$ cat src/rtl/music_box_pkg.sv
// Shared types and sizing for the music box recording path.
package music_box_pkg;

   localparam int unsigned DEFAULT_ADDR_W = 13;
   localparam int unsigned DEFAULT_DATA_W = 8;
   localparam int unsigned DEPTH          = 2 ** DEFAULT_ADDR_W;

   // Recording controller states.
   typedef enum logic [2:0] {
      IDLE,
      REC_WAIT,
      REC_WRITE,
      PLAY_WAIT,
      PLAY_READ,
      PLAY_CAPTURE,
      DONE
   } rec_state_t;

endpackage

$ cat src/rtl/recording_memory_controller_if.sv
// Single-port synchronous RAM port between the recording controller and the RAM.
interface recording_memory_controller_if
   import music_box_pkg::*;
#(
   parameter int unsigned ADDR_W = DEFAULT_ADDR_W,
   parameter int unsigned DATA_W = DEFAULT_DATA_W
);

   logic [ADDR_W-1:0] mem_addr;
   logic              mem_we;
   logic [DATA_W-1:0] mem_wdata;
   logic [DATA_W-1:0] mem_rdata;

   // Controller side: drives address, write enable and write data.
   modport master (
      output mem_addr,
      output mem_we,
      output mem_wdata,
      input  mem_rdata
   );

   // RAM side: returns read data one cycle after the address.
   modport slave (
      input  mem_addr,
      input  mem_we,
      input  mem_wdata,
      output mem_rdata
   );

endinterface

$ cat src/rtl/recording_memory_controller.sv
// Records sample_tick-paced samples into an external RAM and plays them back
// at the same rate. The RAM port is fully registered.
module recording_memory_controller
   import music_box_pkg::*;
#(
   parameter int unsigned ADDR_W = DEFAULT_ADDR_W,
   parameter int unsigned DATA_W = DEFAULT_DATA_W
) (
   input  logic                  clock_50Mhz,
   input  logic                  reset_n,
   input  logic                  mode_record,
   input  logic                  mode_play,
   input  logic                  sample_tick,
   input  logic [DATA_W-1:0]     wr_data,
   output logic [DATA_W-1:0]     rd_data,
   output logic                  rd_valid,
   output logic [ADDR_W:0]       record_length,
   output logic                  rec_full,
   output logic                  play_done,
   output logic                  busy,
   output logic                  overrun,
   recording_memory_controller_if.master mem
);

   // Full-scale pointer value; pointers carry one extra bit so "full" is representable.
   localparam logic [ADDR_W:0] MEM_DEPTH = {1'b1, {ADDR_W{1'b0}}};

   rec_state_t      state;
   rec_state_t      state_next;
   logic [ADDR_W:0] wr_ptr;
   logic [ADDR_W:0] rd_ptr;

   // One-cycle control strobes decoded by the next-state logic.
   logic start_rec;
   logic do_write;
   logic commit_len;
   logic start_play;
   logic do_read;
   logic do_capture;
   logic play_end;
   logic empty_done;
   logic flag_overrun;

   // State register.
   always_ff @(posedge clock_50Mhz or negedge reset_n) begin
      // NOTE: sequential state uses <= so every register samples pre-edge values.
      if (!reset_n) state <= IDLE;
      else          state <= state_next;
   end

   // Next-state decode and control strobes.
   always_comb begin
      // NOTE: every output gets a default first so no path infers a latch.
      state_next   = state;
      start_rec    = 1'b0;
      do_write     = 1'b0;
      commit_len   = 1'b0;
      start_play   = 1'b0;
      do_read      = 1'b0;
      do_capture   = 1'b0;
      play_end     = 1'b0;
      empty_done   = 1'b0;
      flag_overrun = 1'b0;
      case (state)
         IDLE: begin
            if (mode_record) begin
               start_rec  = 1'b1;
               state_next = REC_WAIT;
            end else if (mode_play) begin
               if (record_length == '0) begin
                  empty_done = 1'b1;
                  state_next = DONE;
               end else begin
                  start_play = 1'b1;
                  state_next = PLAY_WAIT;
               end
            end
         end
         REC_WAIT: begin
            // Leaving record mode wins over a coincident tick; length commits here only.
            if (!mode_record) begin
               commit_len = 1'b1;
               state_next = DONE;
            end else if (sample_tick && (wr_ptr < MEM_DEPTH)) begin
               do_write   = 1'b1;
               state_next = REC_WRITE;
            end
         end
         REC_WRITE: begin
            flag_overrun = sample_tick;
            state_next   = REC_WAIT;
         end
         PLAY_WAIT: begin
            if (!mode_play) begin
               state_next = IDLE;
            end else if (sample_tick) begin
               do_read    = 1'b1;
               state_next = PLAY_READ;
            end
         end
         PLAY_READ: begin
            // A read already issued always runs through capture.
            flag_overrun = sample_tick;
            state_next   = PLAY_CAPTURE;
         end
         PLAY_CAPTURE: begin
            flag_overrun = sample_tick;
            do_capture   = 1'b1;
            if (!mode_play) begin
               state_next = IDLE;
            end else if ((rd_ptr + 1'b1) == record_length) begin
               play_end   = 1'b1;
               state_next = DONE;
            end else begin
               state_next = PLAY_WAIT;
            end
         end
         DONE: begin
            // Hold until both modes are released so a held switch cannot retrigger.
            if (!mode_record && !mode_play) state_next = IDLE;
         end
         default: state_next = IDLE;
      endcase
   end

   // Pointers, committed length, playback outputs and the registered RAM port.
   always_ff @(posedge clock_50Mhz or negedge reset_n) begin
      if (!reset_n) begin
         wr_ptr        <= '0;
         rd_ptr        <= '0;
         record_length <= '0;
         rd_data       <= '0;
         rd_valid      <= 1'b0;
         play_done     <= 1'b0;
         overrun       <= 1'b0;
         mem.mem_addr  <= '0;
         mem.mem_we    <= 1'b0;
         mem.mem_wdata <= '0;
      end else begin
         rd_valid   <= 1'b0;
         play_done  <= 1'b0;
         mem.mem_we <= 1'b0;
         if (start_rec)  wr_ptr <= '0;
         if (do_write) begin
            mem.mem_we    <= 1'b1;
            mem.mem_addr  <= wr_ptr[ADDR_W-1:0];
            mem.mem_wdata <= wr_data;
            wr_ptr        <= wr_ptr + 1'b1;
         end
         if (commit_len) record_length <= wr_ptr;
         if (start_play) rd_ptr <= '0;
         if (do_read)    mem.mem_addr <= rd_ptr[ADDR_W-1:0];
         if (do_capture) begin
            rd_data  <= mem.mem_rdata;
            rd_valid <= 1'b1;
            rd_ptr   <= rd_ptr + 1'b1;
         end
         if (play_end || empty_done) play_done <= 1'b1;
         if (flag_overrun)           overrun   <= 1'b1;
      end
   end

   assign rec_full = ((state == REC_WAIT) || (state == REC_WRITE)) && (wr_ptr == MEM_DEPTH);
   assign busy     = (state != IDLE);

endmodule

$ cat src/flat_wrapper.sv
// flat-port wrapper written by rule: the top's interface ports become plain ports
module recording_memory_controller_flat import music_box_pkg::*;
#(
   parameter int unsigned ADDR_W = DEFAULT_ADDR_W,
   parameter int unsigned DATA_W = DEFAULT_DATA_W
)
  (clock_50Mhz, reset_n, mode_record, mode_play, sample_tick, wr_data, rd_data, rd_valid, record_length, rec_full, play_done, busy, overrun, mem_mem_addr, mem_mem_we, mem_mem_wdata, mem_mem_rdata);
  recording_memory_controller_if #(.ADDR_W(ADDR_W), .DATA_W(DATA_W)) mem_i ();
  input  logic clock_50Mhz;
  input  logic reset_n;
  input  logic mode_record;
  input  logic mode_play;
  input  logic sample_tick;
  input  logic [DATA_W-1:0] wr_data;
  output logic [DATA_W-1:0] rd_data;
  output logic rd_valid;
  output logic [ADDR_W:0] record_length;
  output logic rec_full;
  output logic play_done;
  output logic busy;
  output logic overrun;
  output wire logic [$bits(mem_i.mem_addr)-1:0] mem_mem_addr;
  output wire logic [$bits(mem_i.mem_we)-1:0] mem_mem_we;
  output wire logic [$bits(mem_i.mem_wdata)-1:0] mem_mem_wdata;
  input wire logic [$bits(mem_i.mem_rdata)-1:0] mem_mem_rdata;
  assign mem_mem_addr = mem_i.mem_addr;
  assign mem_mem_we = mem_i.mem_we;
  assign mem_mem_wdata = mem_i.mem_wdata;
  assign mem_i.mem_rdata = mem_mem_rdata;
  recording_memory_controller #(.ADDR_W(ADDR_W), .DATA_W(DATA_W)) u_core (.clock_50Mhz(clock_50Mhz), .reset_n(reset_n), .mode_record(mode_record), .mode_play(mode_play), .sample_tick(sample_tick), .wr_data(wr_data), .rd_data(rd_data), .rd_valid(rd_valid), .record_length(record_length), .rec_full(rec_full), .play_done(play_done), .busy(busy), .overrun(overrun), .mem(mem_i));
endmodule
$ cat config.mk
export PLATFORM = sky130hd
export DESIGN_NAME = recording_memory_controller_flat
export DESIGN_NICKNAME = d
export VERILOG_FILES = /design/src/rtl/music_box_pkg.sv /design/src/rtl/recording_memory_controller_if.sv /design/src/rtl/recording_memory_controller.sv /design/src/flat_wrapper.sv
export SDC_FILE = /design/constraint.sdc
export NUM_CORES = 1
export LEC_CHECK = 0
export ABC_AREA = 1
export CELL_PAD_IN_SITES_DETAIL_PLACEMENT = 1
export CELL_PAD_IN_SITES_GLOBAL_PLACEMENT = 1
export CORE_ASPECT_RATIO = 2
export CORE_MARGIN = 5
export CORE_UTILIZATION = 41
export DETAILED_ROUTE_END_ITERATION = 6
export PLACE_DENSITY_LB_ADDON = 0.1
export SYNTH_ARGS = -nofsm -noshare
export SYNTH_HDL_FRONTEND = slang
export SYNTH_SLANG_ARGS = --single-unit
$ cat constraint.sdc
create_clock -name clock_50Mhz -period 3.5 [get_ports clock_50Mhz]
set_input_delay 0.35 -clock clock_50Mhz [delete_from_list [all_inputs] [get_ports clock_50Mhz]]
set_output_delay 0.35 -clock clock_50Mhz [all_outputs]
set_load 0.02 [all_outputs]
==> impl_metrics.json, run 1 <==
{
  "grt_max_degree": 79,
  "syn_nets": 557,
  "fillers": 1229,
  "die_x_um": 80.16,
  "vias": 3903,
  "cp_slowest_cell": "clkdlybuf4s50_1",
  "dieArea_um2": 12050,
  "detail_route.wl_per_cell_um": 17.57,
  "rsz0062_at_grt": "false",
  "placed_cell_area_um2": 4862,
  "place_hpwl_um": 9910,
  "synth_compound_area_share_pct": 10.29,
  "cts_max_level": 3,
  "antenna_found_initial": 0,
  "synth_top_family_by_area": "simple AND/OR/NAND/NOR gates",
  "clk_path_buf_depth": 2,
  "numCtsBuffers": 9,
  "crit_path_frequent_cell": "nand4_1",
  "cp_cell_sequence": "inv_1 > nand4_1 > nor4_1 > nand4_1 > a21oi_1 > clkdlybuf4s50_1",
  "area_growth_pct": 28.52,
  "syn_area_um2": 4036,
  "setup_ws_ns": 0.8649,
  "netlist_top_cells_area": "dfrtp_1 48%, nand2_1 17%, nand3_1 6.0%, inv_1 5.8%, nor2_1 4.0%",
  "required_ns": 3.15,
  "max-vdd-ir-drop_v": 0.0003531,
  "gp_congestion": 0.8827,
  "power_density_nw_per_um2": 828.8,
  "yosysSeqAreaShare_pct": 48.36,
  "timing.slew.headroom_pct": 31.03,
  "drive_above_1_share_pct": 5.574,
  "synthMuxAreaShare_pct": 0.2480,
  "p_total_w": 0.004299,
  "synth_fa_ha_area_share_pct": 0.9299,
  "clock_sinks": 78,
  "post_cts_buffers": 0,
  "timing.rr.start": "u_core.rd_ptr[0]$_DFFE_PN0P_",
  "synthFlopType": "dfrtp_1",
  "drc_errors": 0,
  "ff2ff_setup_slack_ns": 1.27,
  "layout.nets": 629,
  "avgSynthCellArea_um2": 7.573,
  "slew_viol_final": 0,
  "max_freq_ghz": 0.3795,
  "setup_viol": 0,
  "cts_tree": "done",
  "fp.coreArea_um2": 9699,
  "grt_pass1_vias": 4223,
  "crit_fanout": 7,
  "antenna_cells": 0,
  "r2r_cells": 10,
  "port_buffers": 69,
  "clkTransAtPathRegs_ns": 0.06,
  "grtUsageTotal_pct": 23.06,
  "drv_cap": 0,
  "synth_edf_count": 0,
  "fin_area_um2": 5187,
  "layout_worst_path_cycle_share_pct": 75.29,
  "pin_count": 70,
  "synthXorXnorAreaFrac_pct": 0,
  "clockRootBuffer": "clkbuf_16",
  "firstDrtPassIters": 4,
  "grt_overflow": 0,
  "yosys_warnings": 0,
  "critPathCaptureType": "primary output",
  "worstSetupPathType": "reg2out",
  "die_h_um": 150.3,
  "cts_hold_buf": 0,
  "cp_top_family": "buffers and inverters",
  "drt_iter0_drc": 141,
  "clk_latency_ns": 0.34,
  "worst_slew_pin_slew_ns": 1.035,
  "yosys_register_bits": 78,
  "arrival_ns": 2.29,
  "slowest_delay_ns": 0.62,
  "ys_types": 29,
  "grt_pass1_wl_um": 21290,
  "vias_per_cell": 5.260,
  "final_antenna_net_count": 0,
  "synth_area_leader_cell": "dfrtp_1",
  "synthCells": 533,
  "dp_slack_ns": 1.092,
  "cts_resized": 0,
  "r2r-end": "u_core.play_done$_DFF_PN0_",
  "ys_async_sr_fraction_pct": 100.0,
  "leakage_nw": 2.341,
  "initial_utilization_pct": 41.62,
  "synth_top_area_share_pct": 48.36,
  "hold_path.class": "in2async",
  "finalWirelength_um": 13040,
  "outcome": "completed",
  "crit_buf_inv": 2,
  "hold_viol": 0,
  "setup-tns-final_ns": 0,
  "num_rows": 51,
  "critPathLaunchType": "register",
  "min_period_ns": 2.635,
  "synthSimpleGateAreaFrac_pct": 32.89,
  "skew_ns": 0.008636
}
==> stage by stage <==
step	cells	util, %	hold WS, ns
CTS	742	53.48	0.2377
detailed placement	726	50.13	0.4617
global placement	726	50.13	0.4549
floorplan	533	-	0.05441
global route	742	53.48	0.2704
finish	742	53.48	0.1687
==> cells by family (layout without fill, tap and decap cells) <==
| kind of cell | Yosys count | after routing |
|---|---|---|
| AOI/OAI and AO/OA | 70 | 70 |
| adders and majority gates | 3 | 3 |
| buffers and inverters | 76 | 153 |
| DFF | 78 | 78 |
| muxes | 1 | 1 |
| and+or+nand+nor | 305 | 305 |
==> cell usage in the layout, fill, tap and decap left out, types with 8 or more instances in the layout <==
cell type | Yosys | layout
inv_1 | 62 | 62
nand2_1 | 178 | 178
a21oi_1 | 8 | 8
nor2_1 | 43 | 43
o211ai_1 | 10 | 10
nand3_1 | 48 | 48
nand4_1 | 10 | 10
clkdlybuf4s50_1 | 0 | 68
o21ai_0 | 31 | 31
clkbuf_16 | 0 | 9
o22ai_1 | 11 | 11
dfrtp_1 | 78 | 78
==> where the power goes <==
group	leakage [nW]	internal, W	switching [W]
Clock	0.148	0.000644	0.000376
Sequential	1.04	0.00118	0.000241
Combinational	1.15	0.000717	0.00114
==> per-layer routing <==
layer  global-route usage, %  wire length, µm  up-vias
met5                       0                0        -
met4                   11.51              588        0
met3                   3.293              338       36
met2                   41.07             6945       85
met1                   26.31             5163     1900
li1                        -                -     1882
==> layout make-up <==
cell class              count  area [µm²]  share of cell area (%)
inverters                  65       244.0                   4.703
multi-input cells         379        1790                   34.52
flip-flops and latches     78        1952                   37.63
well taps                 132       165.2                   3.184
clock buffers              11       242.7                   4.679
repair buffers             72       710.7                   13.70
clock inverters             5       82.58                   1.592
==> synth_stat cells, drive strengths merged, types with 2 or more instances <==
master,n
a21oi,8
buf,7
clkbuf,4
dfrtp,78
ha,3
inv,65
nand2,181
nand3,48
nand3b,2
nand4,10
nor2,49
nor3,8
nor4,5
o211ai,10
o21ai,33
o21bai,3
o221ai,5
o22ai,11
==> worst max-delay path by stage <==
stage | cells after the start | end | slack (ns) | from
global placement | 6 | rec_full | 1.14 | u_core.wr_ptr[4]$_DFFE_PN0P_
CTS | 6 | rec_full | 0.80 | u_core.wr_ptr[4]$_DFFE_PN0P_
floorplan | 16 | u_core.state[0]$_DFFE_PN0P_ | 1.86 | u_core.rd_ptr[0]$_DFFE_PN0P_
detailed placement | 8 | u_core.mem.mem_addr[5]$_DFFE_PN0P_ | 1.09 | sample_tick
finish | 6 | rec_full | 0.86 | u_core.wr_ptr[4]$_DFFE_PN0P_
global route | 6 | rec_full | 0.74 | u_core.wr_ptr[4]$_DFFE_PN0P_
==> state kept, by name (all words and copies together) (netlist names) <==
signal	count
u_core.rd_ptr	14
u_core.play_done	1
u_core.mem.mem_we	1
u_core.rd_valid	1
u_core.mem.mem_addr	13
u_core.rd_data	8
u_core.wr_ptr	14
u_core.overrun	1
u_core.record_length	14
u_core.mem.mem_wdata	8
u_core.state	3
No activity file was read; power rests on OpenSTA's default activity.
==> run 2, diff against run 1 <==
CORE_UTILIZATION = 39   (was 41)
clock period = 2.5 ns   (was 3.5 ns; I/O delays follow)
==> impl_metrics.json, run 2 (synthesis results as in run 1) <==
{
  "multiInputGateArea_um2": 1790,
  "die_h_um": 153.9,
  "gp_congestion": 0.8953,
  "critPathCaptureType": "register",
  "skew_ns": 0.007291,
  "cts_tree": "done",
  "setup-tns-final_ns": 0,
  "drc_errors": 0,
  "fillers": 1291,
  "rsz0062_at_grt": "false",
  "timing.rr.start": "u_core.rd_ptr[0]$_DFFE_PN0P_",
  "seq_area_um2": 1952,
  "clkTransAtPathRegs_ns": 0.06,
  "whs_path_depth": 3,
  "arrival_ns": 2.56,
  "layout_worst_path_cycle_share_pct": 91.46,
  "layout_common_cells": "178 x nand2_1, 78 x dfrtp_1, 67 x clkdlybuf4s50_1, 62 x inv_1, 48 x nand3_1",
  "drt_iter0_drc": 136,
  "drv_cap": 0,
  "largestRegisters": "u_core.rd_ptr x14, u_core.record_length x14, u_core.wr_ptr x14",
  "r2r-end": "u_core.play_done$_DFF_PN0_",
  "max_freq_ghz": 0.4373,
  "cp-startpoint": "u_core.rd_ptr[0]$_DFFE_PN0P_",
  "layout_commonest_cell": "nand2_1",
  "num_rows": 52,
  "worstSetupPathType": "reg2reg",
  "leakage_nw": 2.393,
  "power_density_nw_per_um2": 1167,
  "grt_overflow": 0,
  "drive_above_1_share_pct": 6.179,
  "critPathLaunchType": "register",
  "slowest_delay_ns": 0.41,
  "dp_slack_ns": 0.1813,
  "outcome": "completed",
  "area_growth_pct": 30.47,
  "firstDrtPassIters": 4,
  "post_cts_buffers": 0,
  "cts_max_level": 3,
  "antenna_cells": 0,
  "final_antenna_net_count": 0,
  "grt_max_degree": 51,
  "slew_viol_final": 0,
  "crit_fanout": 7,
  "clockRootBuffer": "clkbuf_16",
  "crit_path_frequent_cell": "nand2_1",
  "r2r_cells": 10,
  "place_hpwl_um": 10180,
  "setup_viol": 0,
  "antenna_found_initial": 0,
  "required_ns": 2.78,
  "dieArea_um2": 12610,
  "fp.coreArea_um2": 10150,
  "clock_sinks": 78,
  "cp_slowest_cell": "dfrtp_1",
  "port_buffers": 69,
  "max-vdd-ir-drop_v": 0.0005777,
  "hold_viol": 0,
  "numCtsBuffers": 9,
  "setup_ws_ns": 0.2135,
  "hold_path.class": "in2reg",
  "die_x_um": 81.94,
  "grt_pass1_vias": 4342,
  "grt_pass1_wl_um": 22080,
  "vias": 3938,
  "initial_utilization_pct": 39.77,
  "grtUsageTotal_pct": 23.00,
  "min_period_ns": 2.287,
  "pin_count": 70,
  "worst_slew_pin_slew_ns": 0.9362,
  "clk_path_buf_depth": 2,
  "detail_route.wl_per_cell_um": 17.86,
  "clk_latency_ns": 0.34,
  "ff2ff_setup_slack_ns": 0.21,
  "vias_per_cell": 5.251,
  "layout.nets": 634,
  "finalWirelength_um": 13390,
  "crit_end": "u_core.play_done$_DFF_PN0_",
  "timing.slew.headroom_pct": 37.36,
  "cp_cell_sequence": "ha_1 > nand2_2 > nor2_2 > nand2_1 > nand3b_1 > nand3_1 > or2_0 > nor3_1 > nand4_1 > nand2_1"
}
run 2: worst min-delay path by stage:
stage / start / end / slack, ns
5_1_grt: mem_mem_rdata[1] / u_core.rd_data[1]$_DFFE_PN0P_ / 0.46
3_5_place_dp: reset_n / u_core.rd_ptr[2]$_DFFE_PN0P_ / 0.36
4_1_cts: wr_data[6] / u_core.mem.mem_wdata[6]$_DFFE_PN0P_ / 0.44
2_1_floorplan: reset_n / u_core.mem.mem_addr[0]$_DFFE_PN0P_ / -0.05
6_report: wr_data[6] / u_core.mem.mem_wdata[6]$_DFFE_PN0P_ / 0.45
3_3_place_gp: reset_n / u_core.rd_ptr[3]$_DFFE_PN0P_ / 0.35
run 2: final cells by class:
cell class                 count  share of cell area [%]
inverter                      65                   4.633
timing repair buffer          77                   14.47
clock inverter                 5                   2.019
multi-input combinational    379                   34.00
tap                          135                   3.207
sequential                    78                   37.06
clock buffer                  11                   4.609
run 2: metrics by stage:
stage | cells | power, W | instance area, µm² | utilization [%] | hold WS [ns]
floorplan | 533 | 0.003417 | 4036 | - | -0.04559
global placement | 733 | 0.004567 | 4908 | 48.36 | 0.3513
detailed placement | 733 | 0.004648 | 4908 | 48.36 | 0.3567
CTS | 750 | 0.006229 | 5266 | 51.89 | 0.4422
global route | 750 | 0.006547 | 5266 | 51.89 | 0.4592
finish | 750 | 0.006147 | 5266 | 51.89 | 0.4506
run 2: worst max-delay path: cells and delay by family (launching register included):
kind / cells / cell delay [ns]
adder cells (fa/ha/maj): 1 / 0.21
flip-flops: 1 / 0.41
AND/OR/NAND/NOR: 9 / 1.59
run 2: report_power, final:
part	total, W	switching [W]	internal, W	leakage, nW
clock	0.00154	0.000534	0.00101	0.166
combinational	0.00262	0.00160	0.00102	1.19
sequential	0.00199	0.000337	0.00165	1.04
total	0.00615	0.00247	0.00367	2.39
run 2: timing repair:
| action | in CTS | in global routing |
|---|---|---|
| hold buffers | 1 | 0 |
| endpoints found under the hold margin | 33 | 0 |
| endpoints found under the setup margin | 1 | 0 |
| resized for setup | 1 | 0 |
run 2: metal layers:
layer	global-route usage [%]	vias to the layer above	share of wire, %
met4	9.746	0	3.4
met5	0	-	0
met3	3.337	26	2.7
li1	-	1898	-
met1	25.16	1940	38
met2	42.22	74	56
==> run 3, diff against run 2 <==
CORE_UTILIZATION = 35   (was 39)
==> impl_metrics.json, run 3 (synthesis results as in run 1) <==
{
  "drc_errors": 0,
  "leakage_nw": 2.380,
  "clock_sinks": 78,
  "grt_max_degree": 36,
  "grt_overflow": 0,
  "slew_viol_final": 0,
  "numCtsBuffers": 9,
  "pin_count": 70,
  "critPathLaunchType": "register",
  "vias_per_cell": 5.125,
  "vias": 3885,
  "worstSetupPathType": "reg2reg",
  "layout_worst_path_cycle_share_pct": 86.62,
  "max-vdd-ir-drop_v": 0.0006011,
  "firstDrtPassIters": 4,
  "num_rows": 55,
  "setup_viol": 0,
  "setup-tns-final_ns": 0,
  "detail_route.wl_per_cell_um": 17.22,
  "fillers": 1449,
  "crit_fanout": 7,
  "clkTransAtPathRegs_ns": 0.06,
  "port_buffers": 69,
  "power_density_nw_per_um2": 1129,
  "largestRegisters": "u_core.rd_ptr x14, u_core.record_length x14, u_core.wr_ptr x14",
  "area_growth_pct": 29.76,
  "rsz0062_at_grt": "false",
  "cts_max_level": 3,
  "finalWirelength_um": 13050,
  "combPwrFrac_pct": 44.6,
  "critPathCaptureType": "register",
  "grt_pass1_wl_um": 21290,
  "layout_commonest_cell": "nand2_1",
  "arrival_ns": 2.43,
  "layout_common_cells": "178 x nand2_1, 78 x dfrtp_1, 67 x clkdlybuf4s50_1, 62 x inv_1, 48 x nand3_1",
  "clockRootBuffer": "clkbuf_16",
  "min_period_ns": 2.165,
  "place_hpwl_um": 10320,
  "max_freq_ghz": 0.4618,
  "clk_latency_ns": 0.33,
  "p_total_w": 0.005911,
  "clk_path_buf_depth": 2,
  "drv_cap": 0,
  "final_antenna_net_count": 0,
  "drt_iter0_drc": 99,
  "fp.coreArea_um2": 11290,
  "cts_tree": "done",
  "seq_power_share_pct": 33.5,
  "initial_utilization_pct": 35.76,
  "gp_congestion": 0.8888,
  "p_int_w": 0.003473,
  "skew_ns": 0.007077,
  "clkPwrFrac_pct": 21.9,
  "die_x_um": 85.94,
  "die_h_um": 161.9,
  "required_ns": 2.76,
  "hold_path.class": "in2async",
  "layout.nets": 636,
  "timing.slew.headroom_pct": 35.33,
  "switching_power_w": 0.002439,
  "outcome": "completed",
  "worst_slew_pin_slew_ns": 0.9665,
  "drive_above_1_share_pct": 6.494,
  "hold_viol": 0,
  "antenna_cells": 0,
  "switching_share_pct": 41.25,
  "fin_util_pct": 46.41,
  "grtUsageTotal_pct": 19.74,
  "dieArea_um2": 13910,
  "grt_pass1_vias": 4250,
  "antenna_found_initial": 0
}
## run 3: cell types whose count changed in the layout (fill, tap and decap cells not counted)
cell       change
clkinv_2       +2
bufinv_16      -2
buf_4          +2
nor4_1         -1
nor4_2         +1
clkinv_4       -1
## run 3: routing by layer
metal / vias to the layer above / routed length [µm] / part of all wire, % / track usage (%)
li1: 1894 / - / - / -
met1: 1895 / 4977 / 38 / 20.92
met2: 74 / 7242 / 55 / 37.60
met3: 22 / 429 / 3.3 / 2.792
met4: 0 / 401 / 3.1 / 8.285
met5: - / 0 / 0 / 0
## run 3: critical path, stage by stage (launching register included)
cell and delay [ns]:
dfrtp_1 0.41, ha_1 0.24, nand2_2 0.15, nand2_1 0.10
nand2_1 0.06, nand2_1 0.04, nor2_1 0.17, nand3_1 0.09
or2_0 0.23, nor3_1 0.34, nand4_1 0.16, nand2_1 0.09
## run 3: what timing repair did
action	4_1_cts	5_1_grt
setup endpoints to repair	1	0
gates resized for setup	2	0
setup buffers	0	0
hold endpoints to repair	33	0
hold buffers	1	0
## run 3: final cells by class
type	instances	area [µm²]	share of cell area, %
clock inverter	4	47.55	0.9078
timing repair buffer	79	777.0	14.84
sequential	78	1952	37.27
clock buffer	11	242.7	4.635
inverter	65	244.0	4.658
tap	142	177.7	3.392
multi-input combinational	379	1797	34.30
## run 3: path summary, 6_finish.rpt
kind / slack (ns) / to / start / depth (start not counted)
max in group asynchronous: 1.44 / u_core.play_done$_DFF_PN0_ / reset_n / 3
max reg2reg: 0.33 / u_core.play_done$_DFF_PN0_ / u_core.rd_ptr[0]$_DFFE_PN0P_ / 11
min in group clock_50Mhz: 0.46 / u_core.rd_data[3]$_DFFE_PN0P_ / mem_mem_rdata[3] / 3
min reg2reg: 0.47 / u_core.rd_data[3]$_DFFE_PN0P_ / u_core.rd_data[3]$_DFFE_PN0P_ / 2
max: 0.33 / u_core.play_done$_DFF_PN0_ / u_core.rd_ptr[0]$_DFFE_PN0P_ / 11
min: 0.41 / u_core.rd_ptr[2]$_DFFE_PN0P_ / reset_n / 2
## run 3: metrics by stage
step / instance area (µm²) / setup WS [ns] / hold slack (ns) / cells
floorplan: 4036 / 0.8578 / -0.04559 / 533
global placement: 4932 / 0.2809 / 0.2382 / 742
detailed placement: 4932 / 0.2401 / 0.2407 / 742
CTS: 5238 / 0.2790 / 0.4264 / 758
global route: 5238 / 0.1695 / 0.4618 / 758
finish: 5238 / 0.3346 / 0.4122 / 758
## run 3: power groups by stage
stage               clock network [W]  logic (W)  registers [W]
floorplan                           0    0.00114        0.00227
global placement                    0    0.00261        0.00199
detailed placement                  0    0.00267        0.00200
CTS                           0.00133    0.00269        0.00199
global route                  0.00138    0.00290        0.00203
finish                        0.00130    0.00264        0.00198
